==> src/rtl/display_scan_mux.sv <==
`timescale 1ns/1ps
// display_scan_mux
//   Time-multiplexes a packed hex value across DIGITS common-anode digits,
//   feeding one nibble per cycle to the registered 7-segment decoder and
//   driving the active-low anodes aligned to that decoder's one-cycle latency.
//   A one-cycle dead time is inserted on every digit change to suppress
//   ghosting. VALUE is latched once per frame so the display never tears.
//
// Parameters
//   DIGITS    number of scanned digits (1..8)
//   PRESCALE  CLK cycles per digit slot (>= 3)
//
// Ports
//   CLK    in   system clock, rising edge
//   RST    in   asynchronous active-high reset
//   VALUE  in   packed hex value, nibble i shown on digit i (digit 0 rightmost)
//   EN     in   display enable, low blanks all anodes
//   D      out  nibble to decoder_7_seg
//   AN     out  active-low anode enables, one-hot-low when lit
//   FRAME  out  one-cycle pulse when the shadow value is reloaded
//
// Optional build macro
//   DISPLAY_LZB_EN  leading-zero blanking: digit i>0 is dark when shadow
//                   nibbles i..DIGITS-1 are all zero. Undefined by default.
module display_scan_mux #(
    parameter int unsigned DIGITS   = 8,
    parameter int unsigned PRESCALE = 100000
) (
    input  logic                  CLK,
    input  logic                  RST,
    input  logic [4*DIGITS-1:0]   VALUE,
    input  logic                  EN,
    output logic [3:0]            D,
    output logic [DIGITS-1:0]     AN,
    output logic                  FRAME
);

    localparam int unsigned CNT_W = (PRESCALE > 1) ? $clog2(PRESCALE) : 1;
    localparam int unsigned IDX_W = (DIGITS > 1) ? $clog2(DIGITS) : 1;
    localparam logic [CNT_W-1:0] CNT_MAX = CNT_W'(PRESCALE - 1);
    localparam logic [IDX_W-1:0] IDX_MAX = IDX_W'(DIGITS - 1);

    logic [CNT_W-1:0]    cnt;
    logic [IDX_W-1:0]    idx;
    logic [IDX_W-1:0]    idx_d1;
    logic [4*DIGITS-1:0] shadow;
    logic                tick_d1;
    logic                tick_c;
    logic                last_c;
    logic [3:0]          nib_c;
    logic                blank_sel_c;

    // Slot boundary: last cycle of the current digit slot
    assign tick_c = (cnt == CNT_MAX);
    assign last_c = (idx == IDX_MAX);

    // Nibble of the shadow value for the digit currently being scanned
    always_comb begin
        nib_c = 4'h0;
        for (int i = 0; i < int'(DIGITS); i++) begin
            if (idx == IDX_W'(i)) begin
                nib_c = shadow[4*i +: 4];
            end
        end
    end

`ifdef DISPLAY_LZB_EN
    logic [DIGITS-1:0] blank_c;

    // Digit i>0 is dark when it and every digit to its left hold zero
    always_comb begin
        logic all_zero;
        all_zero = 1'b1;
        blank_c  = '0;
        for (int i = int'(DIGITS) - 1; i >= 0; i--) begin
            all_zero   = all_zero && (shadow[4*i +: 4] == 4'h0);
            blank_c[i] = all_zero && (i > 0);
        end
    end

    // Looked up with the delayed index so the blank aligns with the anode
    assign blank_sel_c = blank_c[idx_d1];
`else
    assign blank_sel_c = 1'b0;
`endif

    // Prescaler, digit index and once-per-frame shadow reload
    always_ff @(posedge CLK or posedge RST) begin
        if (RST) begin
            cnt    <= '0;
            idx    <= '0;
            shadow <= '0;
            FRAME  <= 1'b0;
        end else begin
            cnt   <= tick_c ? '0 : cnt + CNT_W'(1);
            FRAME <= tick_c && last_c;
            if (tick_c) begin
                idx <= last_c ? '0 : idx + IDX_W'(1);
            end
            if (tick_c && last_c) begin
                shadow <= VALUE;
            end
        end
    end

    // Decoder feed and one-cycle pipeline matching the decoder latency
    always_ff @(posedge CLK or posedge RST) begin
        if (RST) begin
            D       <= 4'h0;
            idx_d1  <= '0;
            tick_d1 <= 1'b1;
        end else begin
            D       <= nib_c;
            idx_d1  <= idx;
            tick_d1 <= tick_c;
        end
    end

    // Anodes: dark while disabled, during the dead cycle, or when blanked
    always_ff @(posedge CLK or posedge RST) begin
        if (RST) begin
            AN <= '1;
        end else if (!EN || tick_d1 || blank_sel_c) begin
            AN <= '1;
        end else begin
            AN <= ~(DIGITS'(1) << idx_d1);
        end
    end

endmodule

==> config.mk <==
export PLATFORM = sky130hd
export DESIGN_NAME = display_scan_mux
export DESIGN_NICKNAME = d
export VERILOG_FILES = /design/src/rtl/display_scan_mux.sv
export SDC_FILE = /design/constraint.sdc
export NUM_CORES = 1
export LEC_CHECK = 0
export CORE_MARGIN = 2
export CORE_UTILIZATION = 54
export DETAILED_ROUTE_END_ITERATION = 10
export HOLD_SLACK_MARGIN = 0.1
export PLACE_DENSITY = 0.8
export SLEW_MARGIN = 20
export SYNTH_ARGS = -nofsm -noshare
export SYNTH_HDL_FRONTEND = slang
export SYNTH_SLANG_ARGS = --single-unit
export TNS_END_PERCENT = 20
==> constraint.sdc <==
create_clock -name CLK -period 2.7 [get_ports CLK]
set_clock_uncertainty 0.15 [all_clocks]
set_input_delay 0.54 -clock CLK [delete_from_list [all_inputs] [get_ports CLK]]
set_output_delay 0.54 -clock CLK [all_outputs]
set_load 0.1 [all_outputs]
==> results.sh <==
export IMPL_status="completed"
export IMPL_routedWlPerCell_um=15.8
export IMPL_diodes=0
export IMPL_die_h_um=81.6
export IMPL_cts_hold_buf=0
export IMPL_die_area_um2=6650
export IMPL_tightest_slew_ps=600
export IMPL_max_slew_margin=0.597
export IMPL_drc=0
export IMPL_synthCells=261
export IMPL_port_buffer_count=47
export IMPL_ys_types=44
export IMPL_powerDensity_nw_per_um2=513
export IMPL_drt_wl_total_um=6220
export IMPL_comb_power_share=0.081
export IMPL_ys_top_cells_by_area="dfrtp_1, mux2_4, dfstp_2, nand2_1, ha_1"
export IMPL_die_x_um=81.6
export IMPL_vias_per_cell=5.31
export IMPL_startpoint_type="flip-flop"
export IMPL_reg2reg_to="shadow[4]"
export IMPL_routed_wl_met3_um=294
export IMPL_holdPathEnd="idx_d1[1]"
export IMPL_syn_to_final_growth_pct=20.6
export IMPL_overflow=0
export IMPL_grt_max_degree=34
export IMPL_routed_via_count=2094
export IMPL_slew_viol_final=0
export IMPL_cts_buffer_depth=2
export IMPL_placedCellCount=378
export IMPL_rsz0062_at_grt="false"
export IMPL_synth_async_reset_ratio=1.00
export IMPL_netlist_area_um2=3250
export IMPL_dp_hpwl_um=4450
export IMPL_r2r_slack_ps=420
export IMPL_crit_fanout=18
export IMPL_final_hold_violation_count=0
export IMPL_p_leak_nw=1.76
export IMPL_p_int_mw=1.56
export IMPL_yosysTopAreaCellShare=0.462
export IMPL_vdd_ir_drop_max_mv=0.436
export IMPL_max_freq_ghz=0.439
export IMPL_row_count=28
export IMPL_wl_met2_um=2860
export IMPL_h_tree_depth=3
export IMPL_synth_area_per_cell_um2=12.4
export IMPL_drt_iter0_drc=137
export IMPL_pwr_share_clk=0.380
export IMPL_yosys_register_bits=69
export IMPL_p_seq_frac=0.539
export IMPL_cts_buffers=9
export IMPL_hold_class="flip-flop to flip-flop"
export IMPL_synth_warnings=0
export IMPL_nets=356
export IMPL_insertion_delay_ps=340
export IMPL_switchingPower_mw=0.448
export IMPL_synth_edff_count=0
export IMPL_ys_seq_area_frac=0.535
export IMPL_cap_violations=0
export IMPL_final_layout_size_suffix_gt1_frac=0.248
export IMPL_root_buffer="clkbuf_8"
export IMPL_post_cts_resized=0
export IMPL_stdcell_count=394
export IMPL_grt_total_usage=0.207
export IMPL_worstPathArrival_ps=2350
export IMPL_place_congestion=0.848
export IMPL_cts_tree="yes"
export IMPL_end_kind="flip-flop"
export IMPL_synth_top_flop_cell="dfrtp_1"
export IMPL_post_cts_repair_setup_buffers=0
export IMPL_grt_pass1_wl_um=10100
export IMPL_ios=48
export IMPL_fp_coreArea_um2=5850
export IMPL_rr_startpoint="idx[2]"
export IMPL_hold_path_depth=0
export IMPL_final_period_utilization=0.843
export IMPL_path_clk_slew_ps=70
export IMPL_synth_nets=303
export IMPL_reg2reg_depth=5
export IMPL_min_delay_start="idx[1]"
export IMPL_fin_crit_ps=2280
export IMPL_setup_tns_ps=0
export IMPL_critPathKind="flip-flop to flip-flop"
export IMPL_met1_length_um=2930
export IMPL_cp_required_ps=2780
export IMPL_yosys_area_top_type="dfrtp_1"
export IMPL_initial_core_util=0.555
export IMPL_ant_nets=0
export IMPL_switching_share=0.223
export IMPL_cts_sinks=69
export IMPL_top_layer="met4"
export IMPL_drtPass1Iterations=4
export IMPL_antenna_found_initial=0
export IMPL_grt_pass1_vias=2114
export IMPL_finalSetupViolations=0
==> critical path, cell delays in order, from the launching register on <==
cell     delay (ps)
dfrtp_1         570
ha_1            350
inv_1           180
or2_2           340
buf_4           240
mux2_4          330
==> power groups by stage <==
stage          Sequential, mW  Combinational [mW]  Clock, mW
4_1_cts                  1.08               0.166      0.786
5_1_grt                  1.08               0.175      0.829
3_3_place_gp             1.10               0.161          0
3_5_place_dp             1.10               0.165          0
6_report                 1.08               0.163      0.764
2_1_floorplan            1.12              0.0619          0
==> Yosys cell counts, drive strengths merged, types with 2 or more instances <==
| cell | number |
|---|---|
| dfrtp | 60 |
| mux2 | 32 |
| nand2 | 24 |
| nor2 | 17 |
| o21ai | 10 |
| xnor2 | 10 |
| dfstp | 9 |
| nand3 | 9 |
| inv | 8 |
| a21oi | 7 |
| ha | 7 |
| clkbuf | 6 |
| nand4 | 6 |
| nor2b | 6 |
| buf | 5 |
| xor2 | 4 |
| a2bb2oi | 3 |
| a31oi | 3 |
| and4 | 3 |
| nand2b | 3 |
| nor3 | 3 |
| o2111ai | 3 |
| o211ai | 3 |
| and2 | 2 |
| nor4 | 2 |
| nor4b | 2 |
| or3 | 2 |
| or4 | 2 |
==> cells in the final DEF (no fill, tap or decap), types with 3 or more instances in the layout <==
cell type / Yosys / routed
a21oi_1: 7 / 7
a2bb2oi_1: 3 / 3
a31oi_1: 3 / 3
and4_1: 3 / 3
buf_4: 0 / 18
clkbuf_1: 5 / 3
clkbuf_8: 0 / 12
clkdlybuf4s50_1: 0 / 34
dfrtp_1: 60 / 60
dfstp_2: 9 / 9
ha_1: 7 / 7
inv_1: 8 / 7
mux2_4: 30 / 30
nand2_1: 24 / 24
nand2b_1: 3 / 3
nand3_1: 9 / 9
nand4_1: 5 / 5
nor2_1: 17 / 17
nor2b_1: 6 / 6
nor3_1: 3 / 3
o2111ai_1: 3 / 3
o211ai_1: 3 / 3
o21ai_0: 10 / 10
xnor2_1: 10 / 10
xor2_1: 4 / 4
==> area by class of cell <==
class,instances,area [µm²]
Clock buffer,15,176
Tap cell,75,93.8
Multi-Input combinational cell,173,1380
Clock inverter,1,5.00
Timing Repair Buffer,53,495
Fill cell,425,1930
Sequential cell,69,1740
Inverter,8,30.0
==> metal layers <==
metal	vias up	global-route usage
met2	52	0.302
met3	11	0.0538
li1	1027	-
met4	0	0.0949
met5	-	0
met1	1004	0.290
==> logic make-up after synthesis <==
logic type      synth area share
mux                        0.146
simple gates               0.147
xor+xnor                  0.0377
fa+ha+maj                 0.0270
buf+inv                   0.0401
flops                      0.535
compound gates            0.0674
==> flip-flops by register name, summed over array words and instances (netlist names) <==
| register | flops |
|---|---|
| AN | 8 |
| D | 4 |
| shadow | 32 |
| idx | 3 |
| cnt | 17 |
| FRAME | 1 |
| idx_d1 | 3 |
| tick_d1 | 1 |
==> metrics by stage <==
stage	hold WS (ps)	instance area (µm²)	setup slack (ps)	util	total power [mW]
final	303	3920	423	0.670	2.01
after global routing	326	3920	283	0.670	2.09
after CTS	304	3920	429	0.670	2.03
after detailed placement	291	3740	438	0.639	1.26
after global placement	279	3740	520	0.639	1.26
after floorplan	241	3250	285	-	1.18
==> how the worst max path moves through the flow <==
stage            from    endpoint  slack (ps)  cells past startpoint
2_1_floorplan     RST        D[0]         290                      1
3_3_place_gp   cnt[0]  shadow[13]         520                      6
3_5_place_dp   cnt[0]   shadow[7]         440                      6
4_1_cts        idx[2]  shadow[30]         430                      5
5_1_grt        idx[2]        D[1]         280                      6
6_report       idx[2]   shadow[4]         420                      5
No activity file was read; power rests on OpenSTA's default activity.
